==> src/rtl/addr_word_ctr.sv <==
`default_nettype none
// ============================================================================
//  Module      : addr_word_ctr
//  Description : Parametrised address / word-count generator. Holds an address
//                counter and a word counter, each with a backup register for
//                reinitialisation. Either pair loads from a shared 2:1 source
//                mux. A step moves the address up or down by one and counts
//                the word counter down toward zero. The block flags completion
//                (word count zero) and address wrap-around.
//  Revision    : 1.0  initial release
// ----------------------------------------------------------------------------
//  Parameters
//    WIDTH     bit width of data ports, counters and backups (>= 2)
//  Ports
//    clk       system clock, all state updates on posedge
//    rst       asynchronous active-high reset
//    di_a      load source A
//    di_b      load source B
//    sel       source select (0 = di_a, 1 = di_b)
//    ld_addr   load address backup and counter from the selected source
//    ld_wc     load word-count backup and counter from the selected source
//    reinit    copy backups into the counters (pairs not being loaded)
//    step      advance one transfer
//    dir       address direction (0 = increment, 1 = decrement)
//    addr_out  address counter value
//    wc_out    word counter value
//    done      word counter is zero (registered)
//    wrap      one-cycle pulse after a step that wrapped the address
// ============================================================================
module addr_word_ctr #(
    parameter int WIDTH = 8
) (
    input  logic             clk,
    input  logic             rst,
    input  logic [WIDTH-1:0] di_a,
    input  logic [WIDTH-1:0] di_b,
    input  logic             sel,
    input  logic             ld_addr,
    input  logic             ld_wc,
    input  logic             reinit,
    input  logic             step,
    input  logic             dir,
    output logic [WIDTH-1:0] addr_out,
    output logic [WIDTH-1:0] wc_out,
    output logic             done,
    output logic             wrap
);

    // ------------------------------------------------------------------------
    // Constants
    // ------------------------------------------------------------------------
    localparam logic [WIDTH-1:0] c_ZERO = '0;
    localparam logic [WIDTH-1:0] c_ONE  = {{(WIDTH-1){1'b0}}, 1'b1};
    localparam logic [WIDTH-1:0] c_ALL1 = '1;

    // ------------------------------------------------------------------------
    // State
    // ------------------------------------------------------------------------
    logic [WIDTH-1:0] r_addr_bk;
    logic [WIDTH-1:0] r_addr;
    logic [WIDTH-1:0] r_wc_bk;
    logic [WIDTH-1:0] r_wc;
    logic             r_done;
    logic             r_wrap;

    // ------------------------------------------------------------------------
    // Combinational datapath
    // ------------------------------------------------------------------------
    logic [WIDTH-1:0] w_src;
    logic             w_wc_zero;
    logic             w_step_req;
    logic             w_step_take;
    logic [WIDTH-1:0] w_addr_stepped;
    logic             w_wrap_up;
    logic             w_wrap_dn;
    logic             w_wrap_nxt;
    logic [WIDTH-1:0] w_addr_nxt;
    logic [WIDTH-1:0] w_wc_nxt;

    // Shared source mux: simultaneous loads of both pairs see the same value.
    assign w_src = sel ? di_b : di_a;

    assign w_wc_zero = (r_wc == c_ZERO);

    // A step request is only honoured in a cycle with no load or reinit
    // activity on either pair, and only while words remain.
    assign w_step_req  = step & ~ld_addr & ~ld_wc & ~reinit;
    assign w_step_take = w_step_req & ~w_wc_zero;

    // Modulo-2^WIDTH address arithmetic; the truncation is the wrap.
    assign w_addr_stepped = dir ? (r_addr - c_ONE) : (r_addr + c_ONE);

    // Wrap is detected from the pre-step address so no carry chain is needed.
    assign w_wrap_up  = ~dir & (r_addr == c_ALL1);
    assign w_wrap_dn  =  dir & (r_addr == c_ZERO);
    assign w_wrap_nxt = w_step_take & (w_wrap_up | w_wrap_dn);

    // Address counter next value: load > reinit > step > hold.
    always_comb begin
        w_addr_nxt = r_addr;
        if (ld_addr) begin
            w_addr_nxt = w_src;
        end else if (reinit) begin
            w_addr_nxt = r_addr_bk;
        end else if (w_step_take) begin
            w_addr_nxt = w_addr_stepped;
        end
    end

    // Word counter next value: load > reinit > step > hold.
    always_comb begin
        w_wc_nxt = r_wc;
        if (ld_wc) begin
            w_wc_nxt = w_src;
        end else if (reinit) begin
            w_wc_nxt = r_wc_bk;
        end else if (w_step_take) begin
            w_wc_nxt = r_wc - c_ONE;
        end
    end

    // ------------------------------------------------------------------------
    // Backup registers: written only by their own load strobe.
    // ------------------------------------------------------------------------
    always_ff @(posedge clk or posedge rst) begin
        if (rst) begin
            r_addr_bk <= c_ZERO;
        end else if (ld_addr) begin
            r_addr_bk <= w_src;
        end
    end

    always_ff @(posedge clk or posedge rst) begin
        if (rst) begin
            r_wc_bk <= c_ZERO;
        end else if (ld_wc) begin
            r_wc_bk <= w_src;
        end
    end

    // ------------------------------------------------------------------------
    // Counters
    // ------------------------------------------------------------------------
    always_ff @(posedge clk or posedge rst) begin
        if (rst) begin
            r_addr <= c_ZERO;
            r_wc   <= c_ZERO;
        end else begin
            r_addr <= w_addr_nxt;
            r_wc   <= w_wc_nxt;
        end
    end

    // ------------------------------------------------------------------------
    // Status flags. done tracks the counter value written on the same edge,
    // so it is computed from the next-state word count rather than r_wc.
    // ------------------------------------------------------------------------
    always_ff @(posedge clk or posedge rst) begin
        if (rst) begin
            r_done <= 1'b1;
            r_wrap <= 1'b0;
        end else begin
            r_done <= (w_wc_nxt == c_ZERO);
            r_wrap <= w_wrap_nxt;
        end
    end

    // ------------------------------------------------------------------------
    // Outputs: all straight from registers.
    // ------------------------------------------------------------------------
    assign addr_out = r_addr;
    assign wc_out   = r_wc;
    assign done     = r_done;
    assign wrap     = r_wrap;

endmodule

`default_nettype wire
==> config.mk <==
export PLATFORM = sky130hd
export DESIGN_NAME = addr_word_ctr
export DESIGN_NICKNAME = d
export VERILOG_FILES = /design/src/rtl/addr_word_ctr.sv
export SDC_FILE = /design/constraint.sdc
export NUM_CORES = 1
export LEC_CHECK = 0
export CAP_MARGIN = 10
export CORE_MARGIN = 2
export CORE_UTILIZATION = 34
export CTS_CLUSTER_DIAMETER = 60
export DETAILED_ROUTE_END_ITERATION = 6
export PLACE_DENSITY = 0.55
export SKIP_CTS_REPAIR_TIMING = 1
export SYNTH_ARGS = -nofsm -noshare
export SYNTH_HDL_FRONTEND = slang
export SYNTH_SLANG_ARGS = --single-unit
==> constraint.sdc <==
create_clock -name clk -period 2.75 [get_ports clk]
set_input_delay 0.825 -clock clk [delete_from_list [all_inputs] [get_ports clk]]
set_output_delay 0.825 -clock clk [all_outputs]
set_load 0.05 [all_outputs]
==> impl_results.md <==
- Run status: finished clean
- Setup TNS Final: 0 ns
- 1st-pass router iterations: 4
- Ports: 42
- Synthesis-to-layout area growth: 37.77%
- Clk_lat worst skew: between 0.2 and 0.3 ns
- Routed vias: 1842
- Critical path fanouts, max: 4
- Max-slew headroom: 66.73%
- Power per cell area: 549.5 nW/um^2
- # H-tree levels: 2
- Worst EP required: 2.97 ns
- Post-synth cell types: 54
- Per-cell routed wire length: roughly 14 um
- WL final: around 5.3 mm
- Num CTS Buffers: 5
- HP Class: reg -> reg
- CTS tree: built
- RR Endpoint: done
- Routability Congestion: 0.8501
- Worst Skew: between 0.005 and 0.006 ns
- Antenna-violating nets left: 0
- Xor and xnor fraction of the mapped netlist area: under 10%
- Kind of critical path: in -> reg
- Net Count, Synth: 256
- Least-Margin Pin Slew: 0.4975 ns
- Vias in the first global route: 1820
- Diode count: 0
- Most used DFF post-synth: dfrtp_1
- Hold Path Cell Cnt: 1
- Die height: slightly above 80 um
- # nets final: 326
- Final Cycle Share: 94.70%
- Clock buffer depth: 2
- # Max-Cap Violations: 0
- Die Area: 6874 sq um
- CP Capture Type: flip-flop
- Post-synthesis compound-gate area fraction: 19.74%
- Clk sinks: 34
- 1st-iter DRT viols: 92
- Final Hold Fails: 0
- # DRC: 0
- Post-Syn Instances: 223
- Post-synthesis simple-gate area fraction: 21.22%
- Largest net degree at the start of global routing: 35
- Num rows: 28
- Vias per cell: 4.992
- Post-synth EDFFs: 0
- RSZ-0062 raised after global routing: false
- Mapped cell area: 2117 sq um
- Sequential-to-total area share from yosys stat: about two fifths
- Dominant cells by area after synthesis: dfrtp_1, ha_1, mux2i_1
- Avg Inst Size Synth: 9.493 sq um
- Die W: 82.91 um
- CP endpoint: addr_out[7]
- Final setup viols: 0
- Grt total ovfl: 0
- WP data arrival: 2.82 ns
- Seq cells post-synth: 34
- Worst IR drop on VDD: 0.0001888 V
- Critical Path Source Type: input pin
- Asr flop ratio synth: 100.0%
- FF-to-FF path depth: 8
- Initial core utilization: 35.55%
- Layout cell share with drive strength beyond 1: 17.69%
- First-pass GRT wire length: 8.790 mm
- Cell taking the most area after synthesis: dfrtp_1
- Max Transition Viols Final: 0
- Reg2Reg Setup Slack: just under 0.5 ns
- Top cell type's share of synthesized area: 39.01%
- Tmin final: roughly 2.6 ns
- YS warnings: 0
- Initial antenna violation count: 0
- Fmax: 384.0 MHz
- CP startpoint: dir
- Adder-cell share of the synthesized area: 5.674%
- Hold slack: approximately 0.48 ns
- Port Buffers: 41
- Mux cell area share after synthesis: 4.787%
- Clk pin slew, worst setup/hold paths: 0.07 ns
- Core area: 5956 sq um
- Reg-to-reg critical path startpoint: wc_out[0]
- Clock Root Buffer: clkbuf_8
- Fin util: about half
- Tot Pwr: between 1.5 and 2 mW
- Most frequent cells in the layout: clkdlybuf4s50_1, dfrtp_1, buf_4
- Gr usage total: roughly 16%
- Main combinational cell family by area after synthesis: simple AND/OR/NAND/NOR gates
- Commonest non-fill, non-tap cell in the layout: clkdlybuf4s50_1
- Hpwl dp: 4.118 mm
- P_leak: around 1.2 nW
## power breakdown
| group | total (mW) | leakage [nW] | internal [mW] | switching [mW] |
|---|---|---|---|---|
| combinational | 0.601 | 0.814 | 0.273 | 0.329 |
| clock | 0.375 | 0.0455 | 0.204 | 0.171 |
| sequential | 0.626 | 0.388 | 0.558 | 0.0680 |
## synth_stat cells, drive strengths merged, types with 4 or more instances
| library cell | count |
|---|---|
| a21oi | 17 |
| clkbuf | 6 |
| dfrtp | 33 |
| ha | 8 |
| inv | 12 |
| mux2i | 9 |
| nand2 | 20 |
| nand2b | 4 |
| nand3 | 7 |
| nor2 | 17 |
| nor3 | 5 |
| nor4 | 5 |
| o21a | 10 |
| o21ai | 13 |
| xnor2 | 7 |
| xor2 | 4 |
## how the worst min path moves through the flow
stage	start	end	slack [ns]
floorplan	r_wc_bk[1]	r_wc_bk[1]	0.45
global placement	r_wc_bk[1]	r_wc_bk[1]	0.46
detailed placement	r_wc_bk[1]	r_wc_bk[1]	0.46
CTS	r_wc_bk[6]	r_wc_bk[6]	0.48
global route	r_addr_bk[7]	r_addr_bk[7]	0.50
finish	r_wc_bk[6]	r_wc_bk[6]	0.48
## cell type report
| type | count | area, sq um |
|---|---|---|
| fillers | 577 | 3039 |
| multi-input cells | 168 | 1192 |
| flip-flops and latches | 34 | 852.1 |
| repair buffers | 72 | 643.1 |
| well taps | 75 | 93.84 |
| clock buffers | 8 | 90.09 |
| inverters | 12 | 45.04 |
## through the flow
stage	area [sq um]	instances	setup WS, ns
after floorplan	2117	223	0.3564
after global placement	2819	361	-0.1764
after detailed placement	2819	361	-0.2557
after CTS	2909	369	0.05681
after global routing	2917	369	0.008097
final	2917	369	0.1457
## worst max-delay path, cell delays in order
cell and delay [ns]:
clkdlybuf4s50_1 0.47, buf_4 0.18, ha_1 0.34, nand3_1 0.10
o211ai_1 0.13, o41ai_2 0.26, xnor2_1 0.12, or3_1 0.31
nand3_1 0.07
## flip-flops by register name, summed over array words and instances, names as in the netlist
register,count
done,1
wrap,1
r_wc_bk,8
addr_out,8
r_addr_bk,8
wc_out,8
## logic make-up after synthesis
kind of cell	after synthesis
AO/OA/AOI/OAI	63
flip-flops	34
XOR/XNOR	11
AND/OR/NAND/NOR	75
adder cells (fa/ha/maj)	9
buffers and inverters	21
multiplexers	10
## per-layer routing
layer	part of all wire, %	vias up	GRT usage [%]
met5	0	-	0
met4	0.64	0	4.024
met3	3.1	2	2.584
met2	47	36	24.93
met1	50	857	21.75
li1	-	947	-
(Power assumes the default switching activity.)
==> variant 1: new RTL, same settings <==
Reset style: synchronous (`rst`), changed in 4 clocked blocks. Comments in the files are not updated.
--- a/src/rtl/addr_word_ctr.sv
+++ b/src/rtl/addr_word_ctr.sv
@@ -122,7 +122,7 @@
     // ------------------------------------------------------------------------
     // Backup registers: written only by their own load strobe.
     // ------------------------------------------------------------------------
-    always_ff @(posedge clk or posedge rst) begin
+    always_ff @(posedge clk) begin
         if (rst) begin
             r_addr_bk <= c_ZERO;
         end else if (ld_addr) begin
@@ -130,7 +130,7 @@
         end
     end
 
-    always_ff @(posedge clk or posedge rst) begin
+    always_ff @(posedge clk) begin
         if (rst) begin
             r_wc_bk <= c_ZERO;
         end else if (ld_wc) begin
@@ -141,7 +141,7 @@
     // ------------------------------------------------------------------------
     // Counters
     // ------------------------------------------------------------------------
-    always_ff @(posedge clk or posedge rst) begin
+    always_ff @(posedge clk) begin
         if (rst) begin
             r_addr <= c_ZERO;
             r_wc   <= c_ZERO;
@@ -155,7 +155,7 @@
     // Status flags. done tracks the counter value written on the same edge,
     // so it is computed from the next-state word count rather than r_wc.
     // ------------------------------------------------------------------------
-    always_ff @(posedge clk or posedge rst) begin
+    always_ff @(posedge clk) begin
         if (rst) begin
             r_done <= 1'b1;
             r_wrap <= 1'b0;
Function: differs if rst is asserted again (counterexample within 4 cycles, from zero or initial values and one cycle with rst high); with rst held inactive, the same outputs for 10 cycles.
==> variant 1 against the unedited design <==
- wire length grew 5.4%
- clock power grew 1%
- synthesized area shrank 0.65%
- sequential power shrank 9.1%
- sequential cell count is the same
- critical path type unchanged
- final area grew 0.60%
- worst setup slack lost 0.073 ns
- largest cell class unchanged
- power shrank 10%
==> variant 1: results (changes against the unedited design) <==
Placement
The post-detailed-placement half-perimeter wirelength came to 4.36 mm (was 4.12 mm). The weighted congestion at the end of routability-driven global placement is 0.796 (was 0.850).

Yosys
Top cells by area in the synthesized netlist: sky130_fd_sc_hd__dfxtp_1 (32%), sky130_fd_sc_hd__nor2_1 (5.0%), sky130_fd_sc_hd__ha_1 (4.8%) (was sky130_fd_sc_hd__dfrtp_1 (39%), sky130_fd_sc_hd__ha_1 (4.7%), sky130_fd_sc_hd__mux2i_1 (4.3%)). The xor and xnor area share after synthesis is 3.33% (was 4.55%). Ranking of synthesized cells by instance count: sky130_fd_sc_hd__dfxtp_1 (34), sky130_fd_sc_hd__nor2_1 (28), sky130_fd_sc_hd__a21oi_1 (18) (was sky130_fd_sc_hd__dfrtp_1 (33), sky130_fd_sc_hd__nand2_1 (20), sky130_fd_sc_hd__nor2_1 (17)). The mux share of post-synthesis cell area is 4.88% (was 4.79%). The total nets after synthesis is 280 (was 256).

The post-synthesis compound-gate area fraction was 23.7% (was 19.7%). The part of the Yosys area used for sequential elements is 32.4% (was 40.2%). The async set-reset flop share out of synthesis is 0% (was 100%).

Pwr
The static power due to leakage is 1.16 nW (was 1.25 nW). The maximum resistive drop on vdd is 0.258 mV (was 0.189 mV).

Global route
The global-route met3 utilization is 2.72% (was 2.58%). The met2 usage in global routing is 28.3% (was 24.9%). The number of global-route vias before repair is 1927 (was 1820). The wire length of the first global-routing pass was 9.08 mm (was 8.79 mm).

The largest net degree at the start of global routing is 28 (was 35).

Timing
The final worst clock skew was 0.00478 ns (was 0.00559 ns).

Setup path
The data arrival time at the worst-slack endpoint is 2.85 ns (was 2.82 ns). The cell type of the slowest stage on the worst timing path is sky130_fd_sc_hd__or4_4 (was sky130_fd_sc_hd__clkdlybuf4s50_1). The cell class contributing the biggest share of worst-path delay is simple AND/OR/NAND/NOR gates (was buffers and inverters). The biggest fanout along the worst timing path was 2 (was 4).

Layout
The layout net count is 352 (was 326).

Outcome
Status: completed (unchanged).

Route
The average via count per standard cell is 5.17 (was 4.99).
==> variant 1: cell types whose count changed after synthesis, moves of 4 or more <==
cell / delta
sky130_fd_sc_hd__inv_1: -4
sky130_fd_sc_hd__a211oi_1: +11
sky130_fd_sc_hd__o21a_1: -5
sky130_fd_sc_hd__nor3_1: +5
sky130_fd_sc_hd__dfxtp_1: +34
sky130_fd_sc_hd__nor2b_1: +5
sky130_fd_sc_hd__nor2_1: +11
sky130_fd_sc_hd__dfrtp_1: -33
==> variant 1: power breakdown <==
| part | switching (mW) | leakage, nW | total, mW | internal (mW) |
|---|---|---|---|---|
| combinational | 0.257 | 0.827 | 0.486 | 0.229 |
| sequential | 0.0380 | 0.282 | 0.569 | 0.531 |
| clock | 0.177 | 0.0482 | 0.379 | 0.202 |
| total | 0.472 | 1.16 | 1.43 | 0.963 |
==> variant 1: cells by family after synthesis <==
| logic type | count (synthesis) |
|---|---|
| simple gates | 90 |
| compound gates | 73 |
| flops | 34 |
| buf+inv | 23 |
| mux | 10 |
| fa+ha+maj | 9 |
| xor+xnor | 8 |
==> variant 1: worst paths after layout <==
path	start	slack (ns)	endpoint	cells after the start
setup / recovery	ld_addr	0.07	done	7
hold / removal	r_addr_bk[7]	0.47	r_addr_bk[7]	1
setup reg to reg	wc_out[0]	0.18	done	8
hold reg to reg	r_addr_bk[7]	0.47	r_addr_bk[7]	1
==> variant 1: cell type report <==
cell class / instances / share of cell area (%)
multi-input combinational: 190 / 44.6
timing repair buffer: 80 / 24.8
sequential: 34 / 23.2
tap: 75 / 3.20
clock buffer: 7 / 2.94
inverter: 8 / 1.02
clock inverter: 1 / 0.171
==> variant 1: metal layers <==
| layer | part of all wire, % | up-vias |
|---|---|---|
| met3 | 3.2 | 4 |
| met5 | 0 | - |
| met4 | 0.86 | 0 |
| met1 | 50 | 963 |
| li1 | - | 1041 |
| met2 | 46 | 34 |
==> variant 1: stage by stage <==
step | setup TNS (ns) | cells
6_report | 0 | 395
5_1_grt | -0.0159 | 395
4_1_cts | 0 | 395
3_5_place_dp | -0.832 | 387
3_3_place_gp | -0.711 | 387
2_1_floorplan | 0 | 247
==> variant 2: new RTL, same flow settings <==
Made on the original files. Remove the register `r_wrap`: a continuous assignment takes its place, so the output `wrap` follows one clock earlier.
--- a/src/rtl/addr_word_ctr.sv
+++ b/src/rtl/addr_word_ctr.sv
@@ -158,12 +158,12 @@
     always_ff @(posedge clk or posedge rst) begin
         if (rst) begin
             r_done <= 1'b1;
-            r_wrap <= 1'b0;
         end else begin
             r_done <= (w_wc_nxt == c_ZERO);
-            r_wrap <= w_wrap_nxt;
         end
     end
+
+    assign r_wrap = w_wrap_nxt;
 
     // ------------------------------------------------------------------------
     // Outputs: all straight from registers.
Check against the original RTL: not equivalent (a bounded check fails within 4 cycles, from zero or initial values and one cycle with rst high).
==> variant 2 against the unedited design <==
- die area shrank 1.1%
- final cell count grew 0.81%
- worst setup slack got worse by 0.037 ns
- sequential power is 2% lower
- synthesized area fell by 1.2%
- wire length is 2.4% lower
- power grew 5.6%
- final area increased by 2.9%
- combinational power barely moved
- sequential cell count shrank 1
- highest routed layer unchanged
==> variant 2: results (changes against the unedited design) <==
Outcome
Status: completed (unchanged).

Setup path
The data arrival time at the worst-slack endpoint is 1.82 ns (was 2.82 ns). The source of the worst register-to-register timing path is wc_out[1] (was wc_out[0]). The cell type of the slowest stage on the worst timing path is sky130_fd_sc_hd__nor4_2 (was sky130_fd_sc_hd__clkdlybuf4s50_1). The peak per-stage delay on the critical path is 0.22 ns (was 0.47 ns).

The cell class contributing the biggest share of worst-path delay is simple AND/OR/NAND/NOR gates (was buffers and inverters).

Min path
The worst hold path endpoint is r_wc_bk[1] (was r_wc_bk[6]).

Pwr
The sequential fraction of design power is 36.3% (was 39.0%). The internal power is 1.11 mW (was 1.03 mW). The logic gate share of total power is 35.6% (was 37.5%). The static power due to leakage came to 1.32 nW (was 1.25 nW). The cell area power density is 564 nW/um^2 (was 549 nW/um^2).

Layout
The share of post-route cells with drive strength above 1 is 21.5% (was 17.7%). The total of fill cells in the finished design was 576 (was 577). The layout net count came to 329 (was 326).

Route
The average via count per standard cell is 4.99 (about the same). The routed length on met2 is 2.27 mm (was 2.47 mm). The met1 layer wirelength in the final routing is 2.65 mm (was 2.64 mm). The violation count after the first detailed-route iteration came to 117 (was 92). The vias after detailed routing came to 1856 (was 1842). The routed wire length per instance is 13.9 um (was 14.4 um).

The routed length on met3 is 209 um (was 166 um).

Placement
The pre-CTS worst setup slack is -0.310 ns (was -0.256 ns). The post-detailed-placement half-perimeter wirelength is 4.06 mm (was 4.12 mm). The cell area after placement is 2840 sq um (was 2820 sq um). The number of instances in the placed design was 364 (was 361). The weighted congestion at the end of routability-driven global placement is 0.811 (was 0.850).

Global route
The overall routing resource usage came to 17.4% (was 15.5%). The number of global-route vias before repair came to 1830 (was 1820). The met1 track demand over resource in global routing was 25.0% (was 21.8%). The met2 usage in global routing is 26.4% (was 24.9%).

The wire length of the first global-routing pass is 8.85 mm (was 8.79 mm). The largest net degree at the start of global routing is 34 (was 35).

Yosys
The mux share of post-synthesis cell area was 4.84% (was 4.79%). The total nets after synthesis is 255 (was 256). The post-synthesis share of cell area spent on full adders, half adders and majority gates is 5.74% (was 5.67%). Top cells by area in the synthesized netlist: sky130_fd_sc_hd__dfrtp_1 (38%), sky130_fd_sc_hd__ha_1 (4.8%), sky130_fd_sc_hd__mux2i_1 (4.3%) (was sky130_fd_sc_hd__dfrtp_1 (39%), sky130_fd_sc_hd__ha_1 (4.7%), sky130_fd_sc_hd__mux2i_1 (4.3%)). Ranking of synthesized cells by instance count: sky130_fd_sc_hd__dfrtp_1 (32), sky130_fd_sc_hd__nand2_1 (20), sky130_fd_sc_hd__nor2_1 (17) (was sky130_fd_sc_hd__dfrtp_1 (33), sky130_fd_sc_hd__nand2_1 (20), sky130_fd_sc_hd__nor2_1 (17)). The post-synthesis compound-gate area fraction is 20.0% (was 19.7%).

Timing
The worst hold slack is 0.475 ns (was 0.481 ns).
-- variant 2: cell count changes after synthesis --
cell,before,now
sky130_fd_sc_hd__dfrtp_1,33,32
-- variant 2: worst max path at each step --
stage | from | end | slack (ns) | cells past startpoint
2_1_floorplan | wc_out[1] | wrap | 0.03 | 5
3_3_place_gp | dir | addr_out[6] | -0.29 | 9
3_5_place_dp | dir | addr_out[6] | -0.31 | 9
4_1_cts | dir | wrap | -0.27 | 6
5_1_grt | wc_out[1] | wrap | 0.009 | 6
6_report | dir | wrap | 0.11 | 7
-- variant 2: final cells by class --
| class | instances | area, sq um | share of cell area [%] |
|---|---|---|---|
| Multi-Input combinational cell | 168 | 1220 | 40.6 |
| Sequential cell | 33 | 828 | 27.6 |
| Timing Repair Buffer | 76 | 696 | 23.2 |
| Tap cell | 75 | 93.8 | 3.13 |
| Clock buffer | 6 | 82.6 | 2.75 |
| Inverter | 12 | 45.0 | 1.50 |
| Clock inverter | 2 | 37.5 | 1.25 |
